**src/rtl/ram_arbiter_pkg.sv**
```systemverilog
// Shared CPU memory-side types: word, RAM handshake state and arbiter FSM state.
package ram_arbiter_pkg;

    typedef logic [31:0] word_t;

    typedef enum logic [1:0] {
        FREE   = 2'd0,
        BUSY   = 2'd1,
        ACCESS = 2'd2,
        ERROR  = 2'd3
    } ramstate_t;

    typedef enum logic {
        IDLE  = 1'b0,
        ISSUE = 1'b1
    } arb_state_t;

endpackage

```
**src/rtl/ram_arbiter_if.sv**
```systemverilog
// Requester-side and RAM-side bundle of the shared-RAM arbiter; slave = arbiter, master = environment.
interface ram_arbiter_if
    import ram_arbiter_pkg::*;
#(
    parameter int NREQ = 4
);
    logic [NREQ-1:0]  req_ren;
    logic [NREQ-1:0]  req_wen;
    logic [NREQ-1:0]  req_lock;
    word_t [NREQ-1:0] req_addr;
    word_t [NREQ-1:0] req_store;
    logic [NREQ-1:0]  req_wait;
    word_t [NREQ-1:0] req_load;
    logic [NREQ-1:0]  req_err;

    logic      ramREN;
    logic      ramWEN;
    word_t     ramaddr;
    word_t     ramstore;
    word_t     ramload;
    ramstate_t ramstate;

    modport slave (
        input  req_ren, req_wen, req_lock, req_addr, req_store, ramload, ramstate,
        output req_wait, req_load, req_err, ramREN, ramWEN, ramaddr, ramstore
    );

    modport master (
        output req_ren, req_wen, req_lock, req_addr, req_store, ramload, ramstate,
        input  req_wait, req_load, req_err, ramREN, ramWEN, ramaddr, ramstore
    );
endinterface

```
**src/rtl/rr_pick.sv**
```systemverilog
// Combinational round-robin selector: first set bit of active at or after ptr, wrapping.
// Zero latency; no flow control, vld simply reports whether any bit is set.
module rr_pick #(
    parameter  int NREQ = 4,
    localparam int PW   = $clog2(NREQ)
) (
    input  logic [NREQ-1:0] active,
    input  logic [PW-1:0]   ptr,
    output logic            vld,
    output logic [PW-1:0]   idx
);

    int c;

    always_comb begin
        vld = 1'b0;
        idx = '0;
        c   = 0;
        for (int d = 0; d < NREQ; d++) begin
            // explicit wrap keeps non-power-of-2 NREQ correct
            c = int'(ptr) + d;
            if (c >= NREQ) c = c - NREQ;
            if (!vld && active[c[PW-1:0]]) begin
                vld = 1'b1;
                idx = c[PW-1:0];
            end
        end
    end

endmodule

```
**src/rtl/ram_arbiter.sv**
```systemverilog
// Round-robin arbiter sharing one RAM port among NREQ requesters; grant-to-RAM-enable takes 1 cycle.
// Requesters stall on req_wait until ACCESS releases it for one cycle; locked holders keep the grant.
module ram_arbiter
    import ram_arbiter_pkg::*;
#(
    parameter int NREQ    = 4,
    parameter int TIMEOUT = 64
) (
    input logic          CLK,
    input logic          nRST,
    ram_arbiter_if.slave bus
);

    localparam int PW = $clog2(NREQ);
    localparam int TW = $clog2(TIMEOUT + 1);
    localparam logic [PW-1:0] LAST_IDX = PW'(NREQ - 1);
    localparam logic [TW-1:0] TLAST    = TW'(TIMEOUT - 1);
    localparam logic [TW-1:0] TMAX     = TW'(TIMEOUT);

    arb_state_t      state;
    logic [PW-1:0]   grant;
    logic [PW-1:0]   rr_ptr;
    logic [TW-1:0]   tcount;

    logic [NREQ-1:0] active;
    logic            pick_vld;
    logic [PW-1:0]   pick_idx;
    logic [PW-1:0]   grant_nxt;
    logic            g_active;
    logic            g_access;
    logic            g_fail;

    assign active = bus.req_ren | bus.req_wen;

    rr_pick #(.NREQ(NREQ)) u_pick (
        .active (active),
        .ptr    (rr_ptr),
        .vld    (pick_vld),
        .idx    (pick_idx)
    );

    // A granted requester that goes inactive is treated as an abort, not a transfer.
    assign g_active  = (state == ISSUE) && active[grant];
    assign g_access  = g_active && (bus.ramstate == ACCESS);
    assign g_fail    = g_active && ((bus.ramstate == ERROR) ||
                                    (bus.ramstate != ACCESS && tcount == TLAST));
    assign grant_nxt = (grant == LAST_IDX) ? '0 : grant + 1'b1;

    always_comb begin
        bus.ramWEN   = g_active && bus.req_wen[grant];
        bus.ramREN   = g_active && bus.req_ren[grant] && !bus.req_wen[grant];
        bus.ramaddr  = g_active ? bus.req_addr[grant]  : '0;
        bus.ramstore = g_active ? bus.req_store[grant] : '0;
        bus.req_wait = '1;
        bus.req_load = '0;
        bus.req_err  = '0;
        if (state == ISSUE) bus.req_load[grant] = bus.ramload;
        if (g_access)       bus.req_wait[grant] = 1'b0;
        if (g_fail)         bus.req_err[grant]  = 1'b1;
    end

    always_ff @(posedge CLK or negedge nRST) begin
        if (!nRST) begin
            state  <= IDLE;
            grant  <= '0;
            rr_ptr <= '0;
            tcount <= '0;
        end else begin
            case (state)
                IDLE: begin
                    if (pick_vld) begin
                        grant  <= pick_idx;
                        tcount <= '0;
                        state  <= ISSUE;
                    end
                end
                ISSUE: begin
                    if (!g_active) begin
                        state <= IDLE;
                    end else if (g_access) begin
                        if (bus.req_lock[grant]) begin
                            tcount <= '0;
                        end else begin
                            state  <= IDLE;
                            rr_ptr <= grant_nxt;
                        end
                    end else if (g_fail) begin
                        state  <= IDLE;
                        rr_ptr <= grant_nxt;
                    end else if (tcount != TMAX) begin
                        tcount <= tcount + 1'b1;
                    end
                end
                default: state <= IDLE;
            endcase
        end
    end

endmodule

```
**src/flat_wrapper.sv**
```systemverilog
// flat-port wrapper written by rule: the top's interface ports become plain ports
module ram_arbiter_flat import ram_arbiter_pkg::*;
#(
    parameter int NREQ    = 4,
    parameter int TIMEOUT = 64
)
  (CLK, nRST, bus_req_ren, bus_req_wen, bus_req_lock, bus_req_addr, bus_req_store, bus_ramload, bus_ramstate, bus_req_wait, bus_req_load, bus_req_err, bus_ramREN, bus_ramWEN, bus_ramaddr, bus_ramstore);
  ram_arbiter_if #(.NREQ(NREQ)) bus_i ();
  input logic CLK;
  input logic nRST;
  input wire logic [$bits(bus_i.req_ren)-1:0] bus_req_ren;
  input wire logic [$bits(bus_i.req_wen)-1:0] bus_req_wen;
  input wire logic [$bits(bus_i.req_lock)-1:0] bus_req_lock;
  input wire logic [$bits(bus_i.req_addr)-1:0] bus_req_addr;
  input wire logic [$bits(bus_i.req_store)-1:0] bus_req_store;
  input wire logic [$bits(bus_i.ramload)-1:0] bus_ramload;
  input wire logic [$bits(bus_i.ramstate)-1:0] bus_ramstate;
  output wire logic [$bits(bus_i.req_wait)-1:0] bus_req_wait;
  output wire logic [$bits(bus_i.req_load)-1:0] bus_req_load;
  output wire logic [$bits(bus_i.req_err)-1:0] bus_req_err;
  output wire logic [$bits(bus_i.ramREN)-1:0] bus_ramREN;
  output wire logic [$bits(bus_i.ramWEN)-1:0] bus_ramWEN;
  output wire logic [$bits(bus_i.ramaddr)-1:0] bus_ramaddr;
  output wire logic [$bits(bus_i.ramstore)-1:0] bus_ramstore;
  assign bus_i.req_ren = bus_req_ren;
  assign bus_i.req_wen = bus_req_wen;
  assign bus_i.req_lock = bus_req_lock;
  assign bus_i.req_addr = bus_req_addr;
  assign bus_i.req_store = bus_req_store;
  assign bus_i.ramload = bus_ramload;
  assign bus_i.ramstate = bus_ramstate;
  assign bus_req_wait = bus_i.req_wait;
  assign bus_req_load = bus_i.req_load;
  assign bus_req_err = bus_i.req_err;
  assign bus_ramREN = bus_i.ramREN;
  assign bus_ramWEN = bus_i.ramWEN;
  assign bus_ramaddr = bus_i.ramaddr;
  assign bus_ramstore = bus_i.ramstore;
  ram_arbiter #(.NREQ(NREQ), .TIMEOUT(TIMEOUT)) u_core (.CLK(CLK), .nRST(nRST), .bus(bus_i));
endmodule
```
**config.mk**
```make
export PLATFORM = sky130hd
export DESIGN_NAME = ram_arbiter_flat
export DESIGN_NICKNAME = d
export VERILOG_FILES = /design/src/rtl/ram_arbiter_pkg.sv /design/src/rtl/ram_arbiter_if.sv /design/src/rtl/rr_pick.sv /design/src/rtl/ram_arbiter.sv /design/src/flat_wrapper.sv
export SDC_FILE = /design/constraint.sdc
export NUM_CORES = 1
export LEC_CHECK = 0
export ABC_AREA = 1
export CAP_MARGIN = 20
export CORE_AREA = 4 4 196 198
export CTS_BUF_LIST = sky130_fd_sc_hd__clkbuf_4
export DETAILED_ROUTE_END_ITERATION = 8
export DIE_AREA = 0 0 200 202
export GPL_ROUTABILITY_DRIVEN = 0
export PLACE_DENSITY = 0.51
export RECOVER_POWER = 50
export SYNTH_ARGS = -nofsm -noshare
export SYNTH_HDL_FRONTEND = slang
export SYNTH_SLANG_ARGS = --single-unit
```
**constraint.sdc**
```tcl
create_clock -name CLK -period 4.35 [get_ports CLK]
set_clock_uncertainty 0.15 [all_clocks]
set_input_delay 0.87 -clock CLK [delete_from_list [all_inputs] [get_ports CLK]]
set_output_delay 0.87 -clock CLK [all_outputs]
set_load 0.02 [all_outputs]
```
==> results of run 1 <==
## cell type report
| cell class | instances | area [sq um] |
|---|---|---|
| repair buffers | 520 | 5210 |
| fillers | 4076 | 27000 |
| clock inverters | 1 | 3.75 |
| inverters | 28 | 114 |
| multi-input cells | 768 | 3320 |
| flip-flops and latches | 12 | 305 |
| well taps | 468 | 586 |
| clock buffers | 3 | 22.5 |
## worst reg2reg max path, cell delays in order, from the launching register on
cell and delay, ns:
dfrtp_2 0.53, inv_1 0.38, buf_4 0.66, nand3_1 0.15, nand2_1 0.14, nand3_1 0.09
nand2_1 0.19, clkinvlp_2 0.34, nand2_1 0.34, nand2_1 0.09, nand2_1 0.09
## metal layers
metal	vias to the layer above	GRT usage, %	wire [um]
li1	3697	-	-
met1	3312	16.9	12700
met2	276	27.2	16900
met3	32	1.68	1890
met4	0	2.64	603
met5	-	0	0
## power by group
part           switching [W]  internal, W
Clock              0.0000420    0.0000334
Sequential         0.0000893     0.000150
Combinational        0.00309      0.00194
## cells in the mapped netlist, types with 2 or more instances
| cell | number | share of area [%] |
|---|---|---|
| a21oi_1 | 68 | 8.4 |
| buf_1 | 22 | 2.0 |
| buf_2 | 13 | 1.6 |
| buf_6 | 7 | 1.9 |
| clkbuf_1 | 27 | 2.5 |
| dfrtp_1 | 12 | 7.4 |
| ha_1 | 6 | 1.8 |
| inv_1 | 21 | 1.9 |
| inv_2 | 4 | 0.37 |
| nand2_1 | 107 | 9.9 |
| nand2_2 | 4 | 0.61 |
| nand2_4 | 3 | 0.83 |
| nand3_1 | 22 | 2.7 |
| nand3_2 | 3 | 0.74 |
| nor2_1 | 406 | 37 |
| nor2_4 | 2 | 0.55 |
| o21ai_0 | 135 | 17 |
## through the flow
step	instances	hold slack, ns	worst slack, ns
2_1_floorplan	877	0.314	1.35
3_5_place_dp	1796	0.343	0.204
3_3_place_gp	1795	0.336	0.202
6_report	1800	0.358	0.217
4_1_cts	1800	0.360	0.185
5_1_grt	1800	0.400	0.0564
## kinds of logic (layout without fill, tap and decap cells)
kind of cell / count (synthesis) / in the layout / synth area share, %
muxes: 1 / 1 / 0.246
and+or+nand+nor: 551 / 551 / 53.3
adders and majority gates: 6 / 6 / 1.84
DFF: 12 / 12 / 7.37
xor gates and xnor gates: 1 / 1 / 0.215
buffers and inverters: 97 / 552 / 10.8
AOI/OAI and AO/OA: 209 / 209 / 26.2
## state kept, by name (all words and copies together), names as in the netlist
name           flops
u_core.rr_ptr      2
u_core.state       1
u_core.tcount      7
u_core.grant       2
## worst min-delay path by stage
| stage | from | to | slack (ns) | cells after the start |
|---|---|---|---|---|
| floorplan | u_core.tcount[6] | u_core.tcount[6] | 0.31 | 2 |
| global placement | u_core.tcount[6] | u_core.tcount[6] | 0.34 | 2 |
| detailed placement | u_core.tcount[3] | u_core.tcount[3] | 0.34 | 2 |
| CTS | u_core.tcount[3] | u_core.tcount[3] | 0.36 | 2 |
| global route | u_core.tcount[6] | u_core.tcount[6] | 0.40 | 2 |
| finish | u_core.tcount[3] | u_core.tcount[3] | 0.36 | 2 |
==> reports/qor.txt, run 1 <==
Run status: completed
Via count: 7317
Syn nets: 1187
Cts repair resizes: 0
Core area: 36500 sq um
Clock Path Buffers: 2
Pwr Total: 0.00534 W
Normalized max-slew margin: 46.2%
Placed standard-cell area: 9580 sq um
CP max FO: 43
Power per cell area: 559 nW/um^2
Final Util: 26.2%
Post-DP HPWL: 26400 um
Num CTS Buffers: 3
Reg-to-reg endpoint: u_core.tcount[2]
Worst setup path endpoint: bus_ramaddr[24]
Layout cell share with drive strength beyond 1: 3.08%
Cell depth of the worst setup path: 9
Post-route cell area: 9560 sq um
Slew Viols, Final: 0
Vias/cell: 4.07
Crit end category: primary output
Measured slew at the worst slew-check pin: 0.807 ns
DR pass1 iterations: 5
Crit path time final: 4.13 ns
Die Wd: 200 um
Max Clock Freq: 242 MHz
Clk sinks: 12
Worst reg2reg setup slack: 1.12 ns
Area Overhead vs Synth: 135%
Synth async-reset ratio: 100%
Hold Path Class: flop to flop
Final Cycle Share: 95.0%
Max-cap check violation count: 0
Root Driver: clkbuf_4
WP data required: 3.33 ns
Slowest CP cell: clkdlybuf4s50_1
Number of synthesized flops with an enable pin: 0
Setup TNS: 0 ns
Starting Density: 11.2%
R2R Path Start: u_core.grant[1]
Port bufs: 505
Synth warn: 0
CTS tree: done
Delay-heaviest family, CP: buffers and inverters
Synthesized instance count: 877
DRC violations left: 0
CP bufs+invs: 4
Worst VDD drop: 0.304 mV
Worst-path clk slew: 0.07 ns
Detailed Route WL: 32100 um
Mapped cell area: 4070 sq um
FP Rows: 70
I/O pins: 506
Final Hold Viols: 0
Global-route wire length before repair: 44600 um
Seq/Total Area, Yosys: 7.37%
Post-CTS Setup Repair Bufs: 0
Overall Global Routing Usage: 14.2%
Die Y: 202 um
1st-iter DRT viols: 463
Largest net degree at the start of global routing: 110
Die area: 40400 sq um
Slowest stage delay, CP: 0.63 ns
Setup CP Type: primary input to primary output
Hold_buf cts: 0
# setup viols final: 0
Clk_lat worst skew: 0.29 ns
CP most frequent cell: clkdlybuf4s50_1
Worst setup startpoint: bus_req_ren[2]
Leakage: 3.95 nW
Antenna violations before repair: 0
Critical path data arrival time: 3.11 ns
Worst Setup Start Kind: primary input
Ys flop type: dfrtp_1
#FFs+latches synth: 12
Vias in the first global route: 7021
Remaining Overflow, GRT: 0
Synth unique cells: 32
ANT cells: 0
Commonest non-fill, non-tap cell in the layout: clkdlybuf4s50_1
Crit-path cells: clkdlybuf4s50_1, nor2_1, nand2_1, nand3_1, a21oi_4, inv_2, buf_12, a21oi_1, clkdlybuf4s50_1
Commonest cells after routing, fill and taps aside: clkdlybuf4s50_1, nor2_1, o21ai_0
Routed wire per std cell: 17.8 um
Reg2reg path depth: 10
Htree depth: 1
RSZ-0062 raised after global routing: false
Layout net count: 1643
Synthesized area per cell: 4.65 sq um
DRT antenna net count: 0
Note: power is estimated with default switching activity, not from simulation.
==> inputs of run 2 (changes only) <==
CAP_MARGIN = unset   (was 20)
==> run 2 against run 1 <==
Core utilization shrank 0.093 points. Wire length grew 0.18%. Final area shrank 0.35%. Register-to-register slack is essentially flat.
==> reports/qor.txt, run 2 (synthesized netlist as in run 1, its figures left out) <==
Met3 usage: 1.60% (-0.083 points)
Die Y: 202 um (unchanged)
Largest regs: u_core.tcount: 7 flops, u_core.grant: 2 flops, u_core.rr_ptr: 2 flops
Crit path time final: 4.14 ns (+0.00751 ns)
Biggest register: u_core.tcount
Hold Path Class: flop to flop
Detailed Route WL: 32100 um (+0.18%)
Clock Path Buffers: 2 (unchanged)
Max Clock Freq: 242 MHz (-0.18%)
GR Layer Usage met1: 17.2% (+0.22 points)
Setup CP Type: primary input to primary output
Post-DP HPWL: 26400 um (-0.30%)
Normalized max-slew margin: 17.0% (-29 points)
Commonest cells after routing, fill and taps aside: clkdlybuf4s50_1, nor2_1, o21ai_0
Worst reg2reg setup slack: 1.13 ns (about the same)
Reg2reg path depth: 10 (unchanged)
CP max FO: 43 (unchanged)
1st-iter DRT viols: 495 (+6.9%)
Slowest stage delay, CP: 0.63 ns (about the same)
Worst-path clk slew: 0.07 ns (about the same)
Busiest layer in global routing: met2
DRC violations left: 0 (unchanged)
Num CTS Buffers: 3 (unchanged)
Pre-CTS setup slack: 0.199 ns (-0.00456 ns)
Slew Viols, Final: 0 (unchanged)
Worst VDD drop: 0.255 mV (-16%)
I/O pins: 506 (unchanged)
Remaining Overflow, GRT: 0 (unchanged)
Die Wd: 200 um (unchanged)
DR pass1 iterations: 5 (unchanged)
Vias/cell: 4.04 (-0.53%)
Slowest CP cell: clkdlybuf4s50_1
Leakage: 3.92 nW (-0.59%)
Reg-to-reg endpoint: u_core.tcount[2]
Layout net count: 1642 (-0.061%)
Setup TNS: 0 ns (unchanged)
# setup viols final: 0 (unchanged)
Crit end category: primary output
DRT antenna net count: 0 (unchanged)
R2R Path Start: u_core.grant[1]
Largest net degree at the start of global routing: 110 (unchanged)
Max-cap check violation count: 0 (unchanged)
Post-CTS Setup Repair Bufs: 0 (unchanged)
Core area: 36500 sq um (unchanged)
ANT cells: 0 (unchanged)
Root Driver: clkbuf_4
Routed wire per std cell: 17.9 um (+0.24%)
Port bufs: 505 (unchanged)
Hold_buf cts: 0 (unchanged)
Critical path data arrival time: 3.12 ns (about the same)
Starting Density: 11.2% (unchanged)
Commonest non-fill, non-tap cell in the layout: clkdlybuf4s50_1
Crit-path cells: clkdlybuf4s50_1, nor2_1, nand2_1, nand3_1, a21oi_4, inv_2, buf_12, a21oi_1, clkdlybuf4s50_1
Final Hold Viols: 0 (unchanged)
FP Rows: 70 (unchanged)
Final Cycle Share: 95.2% (+0.17 points)
Layout cell share with drive strength beyond 1: 2.78% (-0.30 points)
WP data required: 3.33 ns (about the same)
Antenna violations before repair: 0 (unchanged)
CP most frequent cell: clkdlybuf4s50_1
Clk_lat worst skew: 0.29 ns (about the same)
Vias in the first global route: 6922 (-1.4%)
Overall Global Routing Usage: 14.2% (about the same)
Clk sinks: 12 (unchanged)
Die area: 40400 sq um (unchanged)
Global-route wire length before repair: 44700 um (+0.17%)
Area Overhead vs Synth: 134%
Max reg flops: 7 (unchanged)
Hold Path Depth: 2 (unchanged)
Met2 Usage GRT: 27.3% (+0.11 points)
Via count: 7274 (-0.59%)
Worst setup margin: 0.210 ns (-0.00751 ns)
Cts repair resizes: 0 (unchanged)
RSZ-0062 raised after global routing: false
Run status: completed
Worst Hold Path EP: u_core.tcount[3]
Hold_sp: u_core.tcount[3]
Worst Setup Start Kind: primary input
Measured slew at the worst slew-check pin: 1.24 ns (+0.437 ns)
Number of fill cells: 4108 (+0.79%)
CTS tree: done
Power per cell area: 562 nW/um^2 (+0.52%)
Htree depth: 1 (unchanged)
## run 2: changes by cell type in the layout (fill, tap and decap cells not counted)
cell	before	now
clkbuf_1	0	3
dlygate4sd3_1	87	81
buf_4	13	9
buf_12	5	4
clkbuf_2	2	3
clkdlybuf4s50_1	413	419
## run 2: how the worst max path moves through the flow
| stage | slack (ns) | end | startpoint | depth (start not counted) |
|---|---|---|---|---|
| 5_1_grt | 0.08 | bus_req_load[25] | u_core.grant[1] | 5 |
| 2_1_floorplan | 1.35 | bus_ramaddr[0] | bus_req_ren[2] | 8 |
| 3_5_place_dp | 0.20 | bus_ramaddr[30] | bus_req_ren[2] | 8 |
| 6_report | 0.21 | bus_ramaddr[5] | bus_req_ren[2] | 9 |
| 3_3_place_gp | 0.20 | bus_ramaddr[30] | bus_req_ren[2] | 8 |
| 4_1_cts | 0.18 | bus_ramaddr[30] | bus_req_ren[2] | 8 |
## run 2: final cells by class
cell class / instances / area, sq um / share of cell area (%)
Clock inverter: 1 / 3.75 / 0.0394
Clock buffer: 3 / 22.5 / 0.236
Timing Repair Buffer: 519 / 5180 / 54.4
Sequential cell: 12 / 305 / 3.21
Multi-Input combinational cell: 768 / 3320 / 34.8
Tap cell: 468 / 586 / 6.15
Inverter: 28 / 114 / 1.20
## run 2: critical path, delay by kind of cell
family	cells	cell delay [ns]
AND/OR/NAND/NOR	3	0.33
AO/OA/AOI/OAI	2	0.47
buffers and inverters	4	1.41
## run 2: metal layers
layer | vias to the layer above | part of all wire (%)
met1 | 3298 | 40
met4 | 0 | 1.5
met5 | - | 0
met3 | 26 | 5.6
met2 | 252 | 53
li1 | 3698 | -
## run 2: stage by stage
stage               hold WS (ns)  power [W]  instances  instance area (sq um)  utilization (%)
global route               0.407    0.00578       1799                   9530             26.1
detailed placement         0.345    0.00541       1795                   9550             26.1
global placement           0.336    0.00542       1795                   9550             26.1
floorplan                  0.314    0.00309        877                   4070                -
finish                     0.361    0.00535       1799                   9530             26.1
CTS                        0.362    0.00550       1799                   9580             26.2
## run 2: where the power goes
part	internal [W]	total, W	switching, W
Clock	0.0000333	0.0000747	0.0000413
Combinational	0.00193	0.00504	0.00311
Sequential	0.000150	0.000238	0.0000881
==> inputs of run 3 (changes only) <==
clock period = 5.2 ns   (was 4.35 ns; I/O delays follow)
==> run 3 against run 2 <==
Critical path depth did not move. Core utilization is essentially flat. Via count rose by 0.32%. Worst hold slack improved by 0.0046 ns. Cell count is essentially flat. Non-clock buffer count is 1 lower. Global-route usage barely moved. First-iteration DRC count shrank 23%. Sequential cell count unchanged. Sequential share of layout area about the same. Largest power group unchanged. Highest routed layer unchanged.
==> reports/qor.txt, run 3 (synthesized netlist as in run 1, its figures left out) <==
Overall Global Routing Usage: 14.2% (+0.020 points)
R2R Path Start: u_core.grant[0]
Final Hold Viols: 0 (unchanged)
Switching pwr: 0.00268 W (-17%)
P_int: 0.00175 W (-17%)
Largest net degree at the start of global routing: 97 (-12%)
Vias in the first global route: 6937 (+0.22%)
Detailed Route WL: 32000 um (-0.30%)
DRT antenna net count: 0 (unchanged)
Worst setup startpoint: bus_req_ren[3]
Crit end category: primary output
Gate power share: 93.5% (-0.7 points)
Port bufs: 505 (unchanged)
Switching Fraction: 60.5% (about the same)
Via count: 7297 (+0.32%)
Clk_lat worst skew: 0.27 ns (-0.02 ns)
Normalized max-slew margin: 45.9% (+29 points)
Worst reg2reg setup slack: 1.94 ns (+0.81 ns)
Worst Setup Start Kind: primary input
Max Clock Freq: 209 MHz
Routed wire per std cell: 17.8 um (-0.25%)
Worst-path clk slew: 0.08 ns (about the same)
Run status: completed
1st-iter DRT viols: 381 (-23%)
ANT cells: 0 (unchanged)
Root Driver: clkbuf_4
Clock network power share: 1.4% (about the same)
Critical path data arrival time: 3.58 ns (+0.46 ns)
Final Cycle Share: 91.8%
Starting Density: 11.2% (unchanged)
Setup TNS: 0 ns (unchanged)
# setup viols final: 0 (unchanged)
Worst VDD drop: 0.292 mV (+15%)
Biggest register: u_core.tcount
Die Y: 202 um (unchanged)
Sequential power share: 5.1% (+0.7 points)
Antenna violations before repair: 1 (+1)
RSZ-0062 raised after global routing: false
Remaining Overflow, GRT: 0 (unchanged)
Layout net count: 1641 (-0.061%)
Post-DP HPWL: 26400 um (about the same)
Slew Viols, Final: 0 (unchanged)
Hold Path Class: flop to flop
Crit path time final: 4.77 ns
Worst Hold Path EP: u_core.tcount[6]
Post-CTS Setup Repair Bufs: 0 (unchanged)
Max-cap check violation count: 0 (unchanged)
Area Overhead vs Synth: 133%
Setup CP Type: primary input to primary output
Reg2reg path depth: 10 (unchanged)
Hold_sp: u_core.tcount[6]
Power per cell area: 467 nW/um^2 (-17%)
FP Rows: 70 (unchanged)
Reg-to-reg endpoint: u_core.tcount[0]
Pwr Total: 0.00444 W (-17%)
Clock Path Buffers: 2 (unchanged)
Measured slew at the worst slew-check pin: 0.812 ns (-0.431 ns)
Htree depth: 1 (unchanged)
Hold Path Depth: 2 (unchanged)
Commonest non-fill, non-tap cell in the layout: clkdlybuf4s50_1
Largest regs: u_core.tcount: 7 flops, u_core.grant: 2 flops, u_core.rr_ptr: 2 flops
DR pass1 iterations: 4 (-1)
Clk sinks: 12 (unchanged)
Commonest cells after routing, fill and taps aside: clkdlybuf4s50_1, nor2_1, o21ai_0
CP max FO: 59 (+37%)
Cts repair resizes: 0 (unchanged)
Die area: 40400 sq um (unchanged)
Max reg flops: 7 (unchanged)
Num CTS Buffers: 3 (unchanged)
Vias/cell: 4.06 (+0.37%)
Die Wd: 200 um (unchanged)
I/O pins: 506 (unchanged)
Leakage: 3.93 nW (+0.11%)
Hold_buf cts: 0 (unchanged)
Layout cell share with drive strength beyond 1: 2.56% (-0.22 points)
Core area: 36500 sq um (unchanged)
DRC violations left: 0 (unchanged)
WP data required: 4.01 ns (+0.68 ns)
Global-route wire length before repair: 45000 um (+0.56%)
CTS tree: done
==> run 3: cell types whose count changed in the layout (fill, tap and decap cells not counted), sizes merged <==
| cell | delta |
|---|---|
| clkbuf | -5 |
| dlygate4sd3 | +5 |
| clkdlybuf4s50 | -2 |
| buf | +1 |
==> run 3: stage by stage <==
step                      cell area (sq um)  cells  setup slack (ns)  util [%]  hold WS (ns)
after floorplan                        4070    877              1.86         -         0.314
after global placement                 9520   1794             0.727      26.1         0.337
after detailed placement               9520   1794             0.681      26.1         0.347
after CTS                              9550   1798             0.552      26.1         0.364
after global routing                   9510   1798             0.269      26.0         0.388
final                                  9510   1798             0.426      26.0         0.366
==> run 3: layout make-up <==
type,instances,area [sq um]
clock buffers,3,22.5
fillers,4110,27000
repair buffers,518,5180
inverters,28,114
multi-input cells,768,3290
flip-flops and latches,12,305
well taps,468,586
clock inverters,1,3.75
==> run 3: power by group through the flow <==
| stage | clock network [W] | logic (W) | registers, W |
|---|---|---|---|
| after CTS | 0.0000619 | 0.00428 | 0.000233 |
| final | 0.0000602 | 0.00415 | 0.000228 |
| after global placement | 0 | 0.00427 | 0.000235 |
| after floorplan | 0 | 0.00244 | 0.000144 |
| after global routing | 0.0000657 | 0.00449 | 0.000242 |
| after detailed placement | 0 | 0.00427 | 0.000235 |
==> run 3: how the worst max path moves through the flow <==
stage	to	slack [ns]	cells after the start
floorplan	bus_ramaddr[0]	1.86	8
global placement	bus_req_wait[1]	0.73	9
detailed placement	bus_ramaddr[24]	0.68	9
CTS	bus_ramREN	0.55	7
global route	bus_ramaddr[15]	0.27	9
finish	bus_ramaddr[28]	0.43	9
==> run 3: routing by layer <==
layer  wire [um]  vias up  part of all wire (%)  GRT usage, %
met1       12500     3347                    39          17.0
met2       17300      237                    54          27.8
met4         330        0                   1.0          1.55
li1            -     3695                     -             -
met5           0        -                     0             0
met3        1940       18                   6.1          1.62
==> run 3: critical path: stages <==
cell and delay, ns:
dlygate4sd3_1 0.56, nor2_1 0.09, nand2_1 0.06, nand3_1 0.11, a21oi_1 0.41, inv_2 0.18, buf_12 0.22, a21oi_1 0.20
clkdlybuf4s50_1 0.63
